`src/rtl/elevator_car_controller.sv`:
```
// rtl/elevator_car_controller.sv - per-car motion and door controller
module elevator_car_controller #(
  parameter int TRAVEL_CYCLES = 100,
  parameter int DOOR_CYCLES   = 200
) (
  input  logic        clk,
  input  logic        reset,
  input  logic [13:0] assignedButton,
  input  logic [6:0]  carButton,
  output logic [2:0]  currentFloor,
  output logic [1:0]  direction,
  output logic        doorOpen,
  output logic [6:0]  carLamp,
  output logic [13:0] servedButton
);

  localparam int MAX_CYCLES = (TRAVEL_CYCLES > DOOR_CYCLES) ? TRAVEL_CYCLES : DOOR_CYCLES;
  localparam int CNT_W      = (MAX_CYCLES > 2) ? $clog2(MAX_CYCLES) : 1;

  localparam logic [CNT_W-1:0] TRAVEL_LAST = CNT_W'(TRAVEL_CYCLES - 1);
  localparam logic [CNT_W-1:0] DOOR_LAST   = CNT_W'(DOOR_CYCLES - 1);

  localparam logic [1:0] DIR_STOP = 2'b00;
  localparam logic [1:0] DIR_UP   = 2'b10;
  localparam logic [1:0] DIR_DOWN = 2'b01;

  // Floor 7 UP and floor 1 DOWN do not exist physically, so those bits never count.
  localparam logic [13:0] HALL_VALID = 14'b01_1111_1111_1110;

  typedef enum logic [1:0] {
    IDLE      = 2'd0,
    MOVE_UP   = 2'd1,
    MOVE_DOWN = 2'd2,
    DOOR_OPEN = 2'd3
  } stateT;

  stateT            state, stateNext;
  logic [CNT_W-1:0] counter, counterNext;
  logic [2:0]       floorNext;
  logic [1:0]       directionNext;
  logic             doorNext;
  logic [6:0]       lampNext, lampSet, lampClear;
  logic [13:0]      servedNext;

  logic [13:0] hallValid;
  logic [6:0]  hallUp, hallDown, floorReq;
  logic [2:0]  upFloor, downFloor;
  logic        reqHere, reqAboveCur, reqBelowCur, reqAboveUp, reqBelowDown;
  logic        stopUp, stopDown;

  // One-hot floor mask: floor f maps to bit f-1.
  function automatic logic [6:0] floorBit(input logic [2:0] f);
    logic [6:0] m;
    m = 7'd1 << (f - 3'd1);
    return m;
  endfunction

  // Floors strictly above f.
  function automatic logic [6:0] aboveMask(input logic [2:0] f);
    logic [6:0] m;
    m = 7'h7F << f;
    return m;
  endfunction

  // Floors strictly below f.
  function automatic logic [6:0] belowMask(input logic [2:0] f);
    logic [6:0] m;
    m = ~(7'h7F << (f - 3'd1));
    return m;
  endfunction

  // Hall UP bit of floor f in the 14-bit hall layout.
  function automatic logic [13:0] hallUpBit(input logic [2:0] f);
    logic [13:0] m;
    m = 14'd2 << {f - 3'd1, 1'b0};
    return m;
  endfunction

  // Hall DOWN bit of floor f in the 14-bit hall layout.
  function automatic logic [13:0] hallDownBit(input logic [2:0] f);
    logic [13:0] m;
    m = 14'd1 << {f - 3'd1, 1'b0};
    return m;
  endfunction

  // Split hall calls per floor and derive the request terms seen from here and from the neighbours.
  always_comb begin
    hallValid = assignedButton & HALL_VALID;
    for (int i = 0; i < 7; i++) begin
      hallUp[i]   = hallValid[2*i+1];
      hallDown[i] = hallValid[2*i];
    end
    floorReq  = carLamp | hallUp | hallDown;
    upFloor   = (currentFloor == 3'd7) ? 3'd7 : currentFloor + 3'd1;
    downFloor = (currentFloor == 3'd1) ? 3'd1 : currentFloor - 3'd1;

    reqHere      = |(floorReq & floorBit(currentFloor));
    reqAboveCur  = |(floorReq & aboveMask(currentFloor));
    reqBelowCur  = |(floorReq & belowMask(currentFloor));
    reqAboveUp   = |(floorReq & aboveMask(upFloor));
    reqBelowDown = |(floorReq & belowMask(downFloor));

    stopUp   = (|((carLamp | hallUp) & floorBit(upFloor))) | !reqAboveUp;
    stopDown = (|((carLamp | hallDown) & floorBit(downFloor))) | !reqBelowDown;
  end

  // Next-state, counter, output and car-lamp logic.
  always_comb begin
    stateNext     = state;
    counterNext   = counter;
    floorNext     = currentFloor;
    directionNext = direction;
    doorNext      = doorOpen;
    servedNext    = '0;
    lampClear     = '0;

    // A press for the floor whose door is already open is meaningless.
    lampSet = carButton & ~(doorOpen ? floorBit(currentFloor) : 7'd0);

    case (state)
      IDLE: begin
        directionNext = DIR_STOP;
        counterNext   = '0;
        if (reqHere) begin
          stateNext  = DOOR_OPEN;
          doorNext   = 1'b1;
          servedNext = hallValid & (hallUpBit(currentFloor) | hallDownBit(currentFloor));
          lampClear  = floorBit(currentFloor);
        end else if (reqAboveCur) begin
          stateNext     = MOVE_UP;
          directionNext = DIR_UP;
        end else if (reqBelowCur) begin
          stateNext     = MOVE_DOWN;
          directionNext = DIR_DOWN;
        end
      end

      MOVE_UP: begin
        if (counter == TRAVEL_LAST) begin
          floorNext   = upFloor;
          counterNext = '0;
          if (stopUp) begin
            stateNext = DOOR_OPEN;
            doorNext  = 1'b1;
            // Nothing further up means the car turns here, so the DOWN call is taken too.
            servedNext = hallValid & (hallUpBit(upFloor) |
                                      (reqAboveUp ? 14'd0 : hallDownBit(upFloor)));
            lampClear  = floorBit(upFloor);
          end
        end else begin
          counterNext = counter + CNT_W'(1);
        end
      end

      MOVE_DOWN: begin
        if (counter == TRAVEL_LAST) begin
          floorNext   = downFloor;
          counterNext = '0;
          if (stopDown) begin
            stateNext = DOOR_OPEN;
            doorNext  = 1'b1;
            servedNext = hallValid & (hallDownBit(downFloor) |
                                      (reqBelowDown ? 14'd0 : hallUpBit(downFloor)));
            lampClear  = floorBit(downFloor);
          end
        end else begin
          counterNext = counter + CNT_W'(1);
        end
      end

      DOOR_OPEN: begin
        if (counter == DOOR_LAST) begin
          doorNext    = 1'b0;
          counterNext = '0;
          if (direction == DIR_UP && reqAboveCur) begin
            stateNext = MOVE_UP;
          end else if (direction == DIR_DOWN && reqBelowCur) begin
            stateNext = MOVE_DOWN;
          end else if (reqAboveCur) begin
            stateNext     = MOVE_UP;
            directionNext = DIR_UP;
          end else if (reqBelowCur) begin
            stateNext     = MOVE_DOWN;
            directionNext = DIR_DOWN;
          end else begin
            // A call at this floor that arrived while the door was open reopens from IDLE.
            stateNext     = IDLE;
            directionNext = DIR_STOP;
          end
        end else begin
          counterNext = counter + CNT_W'(1);
        end
      end

      default: begin
        stateNext     = IDLE;
        directionNext = DIR_STOP;
        doorNext      = 1'b0;
        counterNext   = '0;
      end
    endcase

    lampNext = (carLamp | lampSet) & ~lampClear;
  end

  // State and output registers; reset abandons any move or door cycle and drops pending calls.
  always_ff @(posedge clk) begin
    if (reset) begin
      state        <= IDLE;
      counter      <= '0;
      currentFloor <= 3'd1;
      direction    <= DIR_STOP;
      doorOpen     <= 1'b0;
      carLamp      <= '0;
      servedButton <= '0;
    end else begin
      state        <= stateNext;
      counter      <= counterNext;
      currentFloor <= floorNext;
      direction    <= directionNext;
      doorOpen     <= doorNext;
      carLamp      <= lampNext;
      servedButton <= servedNext;
    end
  end

endmodule

```
`config.mk`:
```
export PLATFORM = sky130hd
export DESIGN_NAME = elevator_car_controller
export DESIGN_NICKNAME = d
export VERILOG_FILES = /design/src/rtl/elevator_car_controller.sv
export SDC_FILE = /design/constraint.sdc
export NUM_CORES = 1
export LEC_CHECK = 0
export ABC_AREA = 1
export BUFFER_PORTS_ARGS = -buffer_cell sky130_fd_sc_hd__buf_2
export CELL_PAD_IN_SITES_DETAIL_PLACEMENT = 2
export CELL_PAD_IN_SITES_GLOBAL_PLACEMENT = 2
export CORE_MARGIN = 5
export CORE_UTILIZATION = 29
export CTS_CLUSTER_DIAMETER = 80
export CTS_CLUSTER_SIZE = 30
export DETAILED_ROUTE_END_ITERATION = 8
export GPL_TIMING_DRIVEN = 1
export PLACE_DENSITY = 0.9
export RECOVER_POWER = 100
export SETUP_SLACK_MARGIN = 0.02
export SYNTH_ARGS = -nofsm -noshare
export SYNTH_HDL_FRONTEND = slang
export SYNTH_SLANG_ARGS = --single-unit
```
`constraint.sdc`:
```
create_clock -name clk -period 3.45 [get_ports clk]
set_clock_uncertainty 0.2 [all_clocks]
set_input_delay 0 -clock clk [delete_from_list [all_inputs] [get_ports clk]]
set_output_delay 0 -clock clk [all_outputs]
set_load 0.05 [all_outputs]
```
=== After elaboration in Yosys (flattened, before gate mapping) ===
Cells that the tools add are included.

* $add $sub $neg: 5
* Multiply operators: 0
* Divide/modulo/power cells: 0
* $lt $le $gt $ge: 0
* Eq/ne operators: 18
* Shift-type cells: 13
* Multiplexer cells: 50
* Bitwise logic cells: 25
* Reduce and logical (&&, ||, !) cells: 19

{| class="wikitable"
|+ Operators with widths
! cell !! number
|-
| 14-bit 2-to-1 mux || 7
|-
| 7-bit AND || 9
|-
| 7-bit OR reduction || 7
|-
| 13-bit by 14-bit AND with 14-bit output || 3
|-
| 7-bit 2-to-1 mux || 6
|-
| 14-bit OR || 3
|-
| 14-bit case mux with 3 select lines || 1
|-
| 1-bit by 4-bit left shift with 14-bit output (first input constant) || 3
|-
| 2-bit by 4-bit left shift with 14-bit output (first input constant) || 3
|-
| 2-bit 2-to-1 mux || 17
|-
| 7-bit inverter || 4
|-
| 7-bit by 3-bit left shift with 7-bit output (first input constant) || 4
|-
| 8-bit case mux with 3 select lines || 1
|-
| 7-bit OR || 3
|-
| 7-bit case mux with 3 select lines || 1
|-
| 1-bit by 3-bit left shift with 7-bit output (first input constant) || 3
|-
| 8-bit 2-to-1 mux || 2
|-
| 2-bit != test (second input constant) || 8
|-
| 3-bit 2-to-1 mux || 4
|-
| 6-bit AND reduction || 2
|-
| 3-bit by 1-bit subtractor with 3-bit output (second input constant) || 3
|-
| 8-bit by 1-bit adder with 8-bit output (second input constant) || 1
|-
| 8-bit by 7-bit equality test with 1-bit output (second input constant) || 1
|-
| 8-bit equality test (second input constant) || 1
|-
| 20 further kinds || 33
|}

* Register bits: 37
* Bits in latches: 0
* Memory bits (writable): 0
* ROM bits: 0
* Bits of input ports: 23
* Output and inout port bits: 27
* Word-level logic and storage cells: 137
* Memories kept: 0

=== Logic depth before layout (Yosys ltp) ===
Gate-level depths: netlist (run 1).

* Depth in word-level cells: 14
* Gate-level depth with buffers: 19
* Mapped depth without buffers: 19

=== Worst setup path before layout (run 1) ===
Ideal clock, no wire load.

* Kind: reg-to-reg
* Start point: register currentFloor[0]
* End point: register state[0]
* Library setup time: 0.113 ns
* Data arrival time: 2.828 ns
* Path slack: 0.309 ns
* Cell stages (with the launch flop): 18
* Buffers on the path: 1
* Clock period less this slack: 3.141 ns
* Cells stage by stage: dfxtp_1 -> inv_1 -> ha_1 -> clkinv_1 -> nand2_1 -> ha_1 -> inv_1 -> nand3_2 -> nand2_2 -> nand2_1 -> nand3_1 -> nor2_4 -> nor2_4 -> buf_6 -> a21oi_2 -> nand3_1 -> nand2_1 -> nor2_1

* Longest elaborated chain between the ends: 11

{| class="wikitable"
|+ Ends and longest elaborated chain
! what !! RTL line !! source
|-
| from (decl) || 10 || <nowiki>output logic [2:0] currentFloor,</nowiki>
|-
| from (signal assigned) || 219 || <nowiki>currentFloor <= floorNext;</nowiki>
|-
| 3-bit by 1-bit subtractor with 3-bit output or 3-bit by 1-bit equality test with 1-bit output (tied branches) || 54, 68, 95 ||
|-
| 3-bit 2-to-1 mux || 95 || <nowiki>downFloor = (currentFloor == 3'd1) ? 3'd1 : currentFloor - 3'd1;</nowiki>
|-
| 3-bit by 1-bit subtractor with 3-bit output || 54, 68 ||
|-
| 7-bit by 3-bit left shift with 7-bit output || 68 || <nowiki>m = ~(7'h7F << (f - 3'd1));</nowiki>
|-
| 7-bit inverter || 68 ||
|-
| 7-bit AND || 101 || <nowiki>reqBelowDown = |(floorReq & belowMask(downFloor));</nowiki>
|-
| 7-bit OR reduction || 101 ||
|-
| 1-bit zero test || 104 || <nowiki>stopDown = (|((carLamp | hallDown) & floorBit(downFloor))) | !reqBelowDown;</nowiki>
|-
| 1-bit OR || 104 ||
|-
| 2-bit != test (no source line) || -- ||
|-
| 6-bit AND reduction (no source line) || -- ||
|-
| to (signal assigned) || 217 || <nowiki>state <= stateNext;</nowiki>
|-
| to (decl) || 37 || <nowiki>stateT state, stateNext;</nowiki>
|}

Parallel ways exist; a longest one is shown, timed or not. The select of a mux whose other input is x is not followed.
A chain may end at the register's enable or synchronous reset.

=== Final worst setup path (run 1) ===
* Start point: register currentFloor[1]
* End point: register carLamp[5]

* Longest elaborated chain between the ends: 14

{| class="wikitable"
|+ Ends and longest elaborated chain
! what !! RTL line !! source
|-
| 3-bit by 1-bit subtractor with 3-bit output or 3-bit by 1-bit equality test with 1-bit output (tied branches) || 54, 95 ||
|-
| 3-bit 2-to-1 mux || 95 ||
|-
| 3-bit by 1-bit subtractor with 3-bit output || 54, 68 ||
|-
| 7-bit by 3-bit left shift with 7-bit output || 68 ||
|-
| 7-bit inverter || 68 ||
|-
| 7-bit AND || 101 ||
|-
| 7-bit OR reduction || 101 ||
|-
| 1-bit zero test || 104 ||
|-
| 1-bit OR || 104 ||
|-
| 7-bit 2-to-1 mux || 159 || <nowiki>if (stopDown) begin</nowiki>
|-
| 7-bit 2-to-1 mux || 156 || <nowiki>if (counter == TRAVEL_LAST) begin</nowiki>
|-
| 7-bit case mux with 3 select lines || 120 || <nowiki>case (state)</nowiki>
|-
| 7-bit inverter || 203 || <nowiki>lampNext = (carLamp | lampSet) & ~lampClear;</nowiki>
|-
| 7-bit AND (*) || 203 ||
|-
| to (signal assigned) || 222 || <nowiki>carLamp <= lampNext;</nowiki>
|-
| to (decl) || 13 || <nowiki>output logic [6:0] carLamp,</nowiki>
|}

Mark *: on every way between the ends. The rest lies on a longest branch, timed or not.

==> results.ini, run 1 <==
[route]
wl_met1_um = 5350
first_iter_violations = 167
wl_met2_um = 6910
wl_per_cell_um = 19.4
drt_wl_total_um = 13200
drt-pass1-iter-count = 5
num_vias = 3514
wl_met3_um = 539
ant_nets = 0
drcViolationCount = 0
highest_layer = met4
vias_per_cell = 5.16

[sta]
max_freq_mhz = 312
hold_viol = 0
slew_viol_final = 0
tns_ps = 0
grt_setup_unrepaired = no
worst_pin_slew_ps = 878
post-route-min-period_ps = 3210
finalCritPeriodShare_pct = 92.9
relSlewSlack_pct = 41.2
setup_viol = 0

[layout]
nFillCells = 1281
instances_no_fill = 681
drive_above_1_share_pct = 8.94
area_delta_synth_final_pct = 24.1
insertedDiodeCount = 0
layout.nets = 589
final_area_um2 = 3490
postLayoutCoreUtil_pct = 36.2

[floorplan]
start_util_pct = 29.2
dieWidth_um = 109
rows = 36
io_pins = 50
core_area_um2 = 9640
die_h_um = 109
dieArea_um2 = 11800

[yosys]
yosys.area.top_type = dfxtp_1
synth_most_common_cell = nand2_1
synthCells = 475
synthArstFlopShare_pct = 0
synth-seq-cells = 35
synth.area.top_cells = dfxtp_1, nand2_1, inv_1
synthDistinctLibCells = 34
syn_area_um2 = 2810
ys_seq_area_share_pct = 24.9
synth_edf_count = 0
synth_warnings = 0
yosys-top-cells-count = nand2_1, inv_1, nor2_1
synth.avg_cell_area_um2 = 5.92
synthFlopType = dfxtp_1
synth_top_area_share_pct = 24.9

[clocking]
cts.sinks = 35
cts_tree = built
clk_pin_slew_ps = 100
cts_max_path_buffers = 2
clk_latency_ps = 310
cts_max_level = 2
cts_made_buffers = 5
cts-root-buf = clkbuf_8

[critical_path]
critPathLaunch = currentFloor[1]
path_cells = inv_1, ha_1, nand2_4, nand2_1, inv_1, ha_1, inv_1, nand3_2, nand2_2, nand2_1, nor2_1, nor2_1, nand2_1, nor2_4, buf_12, o211ai_1, a21oi_1
path_max_fanout = 11
critical-path-top-delay-family = simple AND/OR/NAND/NOR gates
path_buf_inv = 4
critPathCaptureType = register
critPathKind = reg2reg
cp-start-kind = register
r2r_cells = 17
reg2reg_slack_ps = 240
r2r_end = carLamp[5]
cp_slowest_cell = dfxtp_1
slowest_delay_ps = 430
r2r_start = currentFloor[1]
required_ps = 3440
worst_ep_arrival_time_ps = 3190

[global_routing]
groute.usage.overall_pct = 22.6
grt_pass1_wl_um = 20400
grt_max_degree = 16
grt_pass1_vias = 3909
grt_antenna_before_repair = 0
gr-total-overflow = 0

[min_path]
hold_depth = 4
hp-start = assignedButton[1]
hp-class = in2reg
min_to = servedButton[1]

[job]
drv_cap = 0

[power_and_ir_drop]
p_seq_share_pct = 34.9
swShare_pct = 47.4
intPower_mw = 0.753
power_mw = 1.43
switchingPower_mw = 0.679
p_clk_share_pct = 22.5
power.density_nw_per_um2 = 410
vdd_drop_max_uv = 217
comb_power_share_pct = 42.6
leakage_nw = 1.71

[placed_design]
port_buffers = 45
place_hpwl_um = 9560
gp_congestion = 0.921
dp_cells = 650
placed_area_um2 = 3190

[run_status]
outcome = finished clean

## sequential cells by signal, indices dropped and copies added (netlist names)
name	cells
servedButton	12
carLamp	7
doorOpen	1
currentFloor	3
counter	8
direction	2
state	2
## metrics by stage
step           hold WS (ps)  setup WS (ps)
2_1_floorplan          -122            309
3_3_place_gp           27.5            355
3_5_place_dp           40.3            150
4_1_cts                 261            142
5_1_grt                 286           82.3
6_report                260            244
## tightest hold or removal path, cell delays in order
cell	delay, ps
dlygate4sd3_1	520
buf_2	110
nand3_1	70
inv_1	50
## logic make-up after synthesis
logic type | after synthesis | synth area share (%)
xor gates and xnor gates | 2 | 0.623
and+or+nand+nor | 277 | 42.1
other | 1 | 0.133
DFF | 35 | 24.9
adders and majority gates | 19 | 8.45
AOI/OAI and AO/OA | 61 | 12.5
buffers and inverters | 80 | 11.3
## metal layers
layer,GRT usage [%],vias up
met5,0,-
met4,9.11,0
met3,2.75,33
met2,41.4,107
met1,26.5,1722
li1,-,1652
## power by group through the flow
stage                     sequential (mW)  combinational (mW)  clock (mW)
final                               0.499               0.610       0.323
after global placement              0.500               0.560           0
after detailed placement            0.504               0.592           0
after floorplan                     0.581               0.321           0
after global routing                0.504               0.669       0.345
after CTS                           0.495               0.614       0.320
## layout make-up
type	count	area (um2)	share of cell area (%)
multi-input cells	361	1810	51.9
inverters	72	270	7.74
clock inverters	2	12.5	0.358
flip-flops and latches	35	701	20.1
clock buffers	6	72.6	2.08
repair buffers	72	459	13.1
well taps	133	166	4.76
## cells in the final DEF, fill, tap and decap left out, types with 2 or more instances in the layout
master and instances:
dlygate4sd3_1 20, o211ai_1 10, a31oi_1 5, inv_2 2
clkbuf_1 26, o21ai_0 20, a21oi_2 2, nand4_1 6
nor2_4 2, nor3_1 7, and3_1 2, clkbuf_8 5
inv_1 68, a21oi_1 21, nand2_2 4, conb_1 2
nor2_1 62, clkinv_1 2, ha_1 18, dfxtp_1 35
a211oi_1 3, nand2_1 138, buf_4 4, clkbuf_4 2
buf_2 20, nand3_1 48
## timing repair
item                                    CTS  global route
resized for setup                         0             2
endpoints found under the setup margin    0            17
endpoints found under the hold margin    21             0
hold buffers                             20             0
setup buffers                             0             3
## worst max path at each step
stage                      endpoint  slack, ps  cells past startpoint
floorplan                  state[0]        310                     17
global placement           doorOpen        350                     13
detailed placement         state[0]        150                     17
CTS                        state[0]        140                     17
global route        servedButton[8]         80                     19
finish                   carLamp[5]        240                     17
No activity file was read; power rests on OpenSTA's default activity.
==> run 2: changes to the inputs <==
- CELL_PAD_IN_SITES_DETAIL_PLACEMENT: 2 -> 1
- CELL_PAD_IN_SITES_GLOBAL_PLACEMENT: 2 -> 1
- CORE_UTILIZATION: 29 -> 38
==> run 2 against run 1 <==
  * Fmax is 2.3% lower
  * Cell count is 5.1% lower
  * Critical path depth fell by 3
  * Clock power about the same
  * Sequential share of layout area up 0.57 points
  * Flip-flop and latch count did not move
  * Critical endpoint is now servedButton[3]
==> results.ini, run 2 (synthesis gave the netlist of run 1 again) <==
[critical_path]
path_buf_inv = 3
critPathCaptureType = register
cp_slowest_cell = nand3_1
critPathKind = reg2reg
crit_top_cell = nand2_1
path_cells = buf_4, ha_1, nor2_2, inv_2, nand2_1, nand2_1, nand2_1, nor2_1, nor2_1, nand3_1, a21oi_1, o21ai_0, nand3_1, inv_1
slowest_delay_ps = 390
r2r_end = servedButton[3]
r2r_start = currentFloor[0]
reg2reg_slack_ps = 170
cp-start-kind = register
setup.worst_path.end = servedButton[3]
critical-path-top-delay-family = simple AND/OR/NAND/NOR gates
path_max_fanout = 9
critPathLaunch = currentFloor[0]
r2r_cells = 14
worst_ep_arrival_time_ps = 3290
required_ps = 3450
worst-path-stages = 14

[layout]
drive_above_1_share_pct = 7.88
top_regs = servedButton: 12 flops, counter: 8 flops, carLamp: 7 flops
largest_register_ffs = 12
layout_commonest_cell = nand2_1
postLayoutCoreUtil_pct = 47.1
layout_common_cells = nand2_1, inv_1, nor2_1
regMostFlops = servedButton
area_delta_synth_final_pct = 20.7
instances_no_fill = 646
final_area_um2 = 3400
layout.nets = 587

[power_and_ir_drop]
vdd_drop_max_uv = 243
leakage_nw = 1.69
power_mw = 1.40
power.density_nw_per_um2 = 413

[placed_design]
dp_cells = 615
port_buffers = 45
post-place-ws_ps = 260
gp_congestion = 0.943
place_hpwl_um = 8250
placed_area_um2 = 3140

[global_routing]
grt_pass1_vias = 3660
grt_max_degree = 16
groute.usage.overall_pct = 25.4
gr-total-overflow = 0
grt_antenna_before_repair = 0
grt_pass1_wl_um = 18000

[clocking]
cts.sinks = 35
clk_pin_slew_ps = 80
cts_made_buffers = 5
cts_max_level = 2
cts_max_path_buffers = 2
clk_latency_ps = 310
cts-root-buf = clkbuf_8
cts_tree = built

[route]
drt-pass1-iter-count = 4
drt_wl_total_um = 11100
first_iter_violations = 239
vias_per_cell = 5.31
wl_per_cell_um = 17.3
ant_nets = 0
num_vias = 3433
drcViolationCount = 0

[floorplan]
dieWidth_um = 96.1
io_pins = 50
start_util_pct = 39.0
core_area_um2 = 7210
dieArea_um2 = 9230
rows = 31
die_h_um = 96.1

[sta]
whs_ps = 253
worst_pin_slew_ps = 1040
hold_viol = 0
relSlewSlack_pct = 30.1
setup_viol = 0
grt_setup_unrepaired = no
slew_viol_final = 0
max_freq_mhz = 305
finalCritPeriodShare_pct = 95.1
tns_ps = 0
post-route-min-period_ps = 3280
worst_slack_ps = 168

[run_status]
outcome = finished clean

[min_path]
hp-start = reset
hp-class = in2reg

[job]
drv_cap = 0

==> run 2: layer usage <==
layer	vias up	share of wire (%)	global-route usage, %
met5	-	0	0
met4	0	3.6	12.6
met3	32	6.0	4.22
met2	116	50	44.7
met1	1628	40	29.6
li1	1657	-	-
==> run 2: worst min-delay path by stage <==
| stage | end | slack (ps) | depth (start not counted) |
|---|---|---|---|
| after detailed placement | servedButton[3] | 30 | 3 |
| after global routing | currentFloor[2] | 260 | 3 |
| after floorplan | currentFloor[2] | -120 | 1 |
| after CTS | currentFloor[2] | 260 | 3 |
| final | currentFloor[2] | 250 | 3 |
| after global placement | servedButton[8] | 30 | 3 |
==> run 2: area by class of cell <==
type	count	area [um2]
Timing Repair Buffer	70	424
Clock inverter	2	12.5
Clock buffer	6	72.6
Fill cell	1065	3820
Antenna cell	1	2.50
Sequential cell	35	701
Tap cell	99	124
Inverter	72	270
Multi-Input combinational cell	361	1790
==> run 2: worst register-to-register path: cells and delay by family (launching register included) <==
kind	cells	cell delay, ps
buffers and inverters	3	320
and+or+nand+nor	8	1520
AOI/OAI and AO/OA	2	450
DFF	1	330
adders and majority gates	1	350
==> run 2: power breakdown <==
group	total, mW	switching, mW	leakage, nW	internal [mW]
Combinational	0.590	0.429	1.36	0.161
Clock	0.321	0.179	0.0412	0.142
Sequential	0.493	0.0460	0.286	0.447
==> run 2: what timing repair did <==
| action | 4_1_cts | 5_1_grt |
|---|---|---|
| endpoints found under the hold margin | 21 | 0 |
| buffers inserted | 0 | 2 |
| gates resized for setup | 0 | 1 |
| setup endpoints to repair | 0 | 6 |
| hold buffers | 20 | 0 |
==> run 3: changes to the inputs <==
- CORE_MARGIN: 5 -> not set
==> run 3 against run 2 <==
  * Register-to-register slack improved by 130 ps
  * Sequential share of layout area fell by 0.32 points
  * Clock power increased by 45%
==> results.ini, run 3 (synthesis gave the netlist of run 1 again) <==
[layout]
layout_common_cells = nand2_1, inv_1, nor2_1
area_delta_synth_final_pct = 22.6
regMostFlops = servedButton
drive_above_1_share_pct = 8.44
layout.nets = 586
insertedDiodeCount = 0
layout_commonest_cell = nand2_1
top_regs = servedButton: 12 flops, counter: 8 flops, carLamp: 7 flops
largest_register_ffs = 12

[placed_design]
port_buffers = 45
post-place-ws_ps = 268
gp_congestion = 0.951
place_hpwl_um = 8000

[critical_path]
critPathLaunch = currentFloor[1]
path_max_fanout = 13
required_ps = 3490
worst_ep_arrival_time_ps = 3200
r2r_start = currentFloor[1]
cp-start-kind = register
critPathKind = reg2reg
critPathCaptureType = register

[route]
num_vias = 3356
first_iter_violations = 172
ant_nets = 0
vias_per_cell = 5.21
wl_per_cell_um = 16.4
drt_wl_total_um = 10600
drt-pass1-iter-count = 4
drcViolationCount = 0

[clocking]
cts_tree = built
cts-root-buf = clkbuf_8
clk_latency_ps = 310
cts_max_level = 2
postCtsSetupBuffers = 0
cts_max_path_buffers = 2
cts.sinks = 35
cts_made_buffers = 5
clk_pin_slew_ps = 90

[sta]
worst_pin_slew_ps = 1020
worst_slack_ps = 295
hold_viol = 0
whs_ps = 254
max_freq_mhz = 317
grt_setup_unrepaired = no
relSlewSlack_pct = 31.9
slew_viol_final = 0
tns_ps = 0
setup_viol = 0
finalCritPeriodShare_pct = 91.5
post-route-min-period_ps = 3160

[global_routing]
grt_pass1_vias = 3470
groute.usage.overall_pct = 28.8
grt_antenna_before_repair = 0
gr-total-overflow = 0
grt_max_degree = 16
grt_pass1_wl_um = 16700

[floorplan]
io_pins = 50
rows = 31
core_area_um2 = 7210
start_util_pct = 39.0
dieWidth_um = 88.1
dieArea_um2 = 7750
die_h_um = 88.1

[job]
drv_cap = 0

[power_and_ir_drop]
power.density_nw_per_um2 = 451
vdd_drop_max_uv = 274
leakage_nw = 1.71
power_mw = 1.56

[run_status]
outcome = finished clean

[min_path]
hp-class = in2reg
hp-start = reset

## run 3: routing by layer
metal	GRT usage (%)	routed length (um)	vias to the layer above
met2	52.8	5320	95
met4	13.5	317	0
li1	-	-	1648
met1	33.3	4380	1589
met5	0	0	-
met3	3.39	544	24
## run 3: repair_timing
| action | in CTS | in global routing |
|---|---|---|
| gates resized for setup | 0 | 1 |
| hold buffers | 20 | 0 |
| endpoints found under the setup margin | 0 | 7 |
| endpoints found under the hold margin | 21 | 0 |
## run 3: cell type report
type                       instances  area, um2
clock buffer                       6       72.6
tap                               99        124
clock inverter                     2       60.1
timing repair buffer              69        422
inverter                          72        270
fill                            1067       3760
sequential                        35        701
multi-input combinational        361       1800
## run 3: worst max-delay path, cell delays in order, from the launching register on
cell	delay, ps
dfxtp_1	380
inv_1	170
ha_1	240
inv_1	90
ha_2	510
nand2_1	130
inv_1	90
nand2_1	50
nand2_1	120
nor2_1	50
nand2_1	190
nand2_1	120
inv_1	250
nand2_1	150
o211ai_1	130
nand3_1	110
inv_1	100
## run 3: worst paths after layout
check	slack, ps	depth (start not counted)	end
worst max-delay path	290	16	servedButton[10]
worst min-delay path	250	3	currentFloor[2]
worst max register to register	290	16	servedButton[10]
worst min register to register	260	1	counter[0]
## run 3: report_power, final
part | switching (mW) | total, mW | internal (mW) | leakage [nW]
logic | 0.434 | 0.600 | 0.167 | 1.36
clock network | 0.176 | 0.466 | 0.289 | 0.0654
registers | 0.0443 | 0.492 | 0.447 | 0.286
## run 3: per-stage QoR
step | cell area, um2 | utilization, % | cells
after floorplan | 2820 | - | 476
after global placement | 3150 | 43.7 | 616
after detailed placement | 3150 | 43.7 | 616
after CTS | 3480 | 48.3 | 644
after global routing | 3450 | 47.8 | 644
final | 3450 | 47.8 | 644
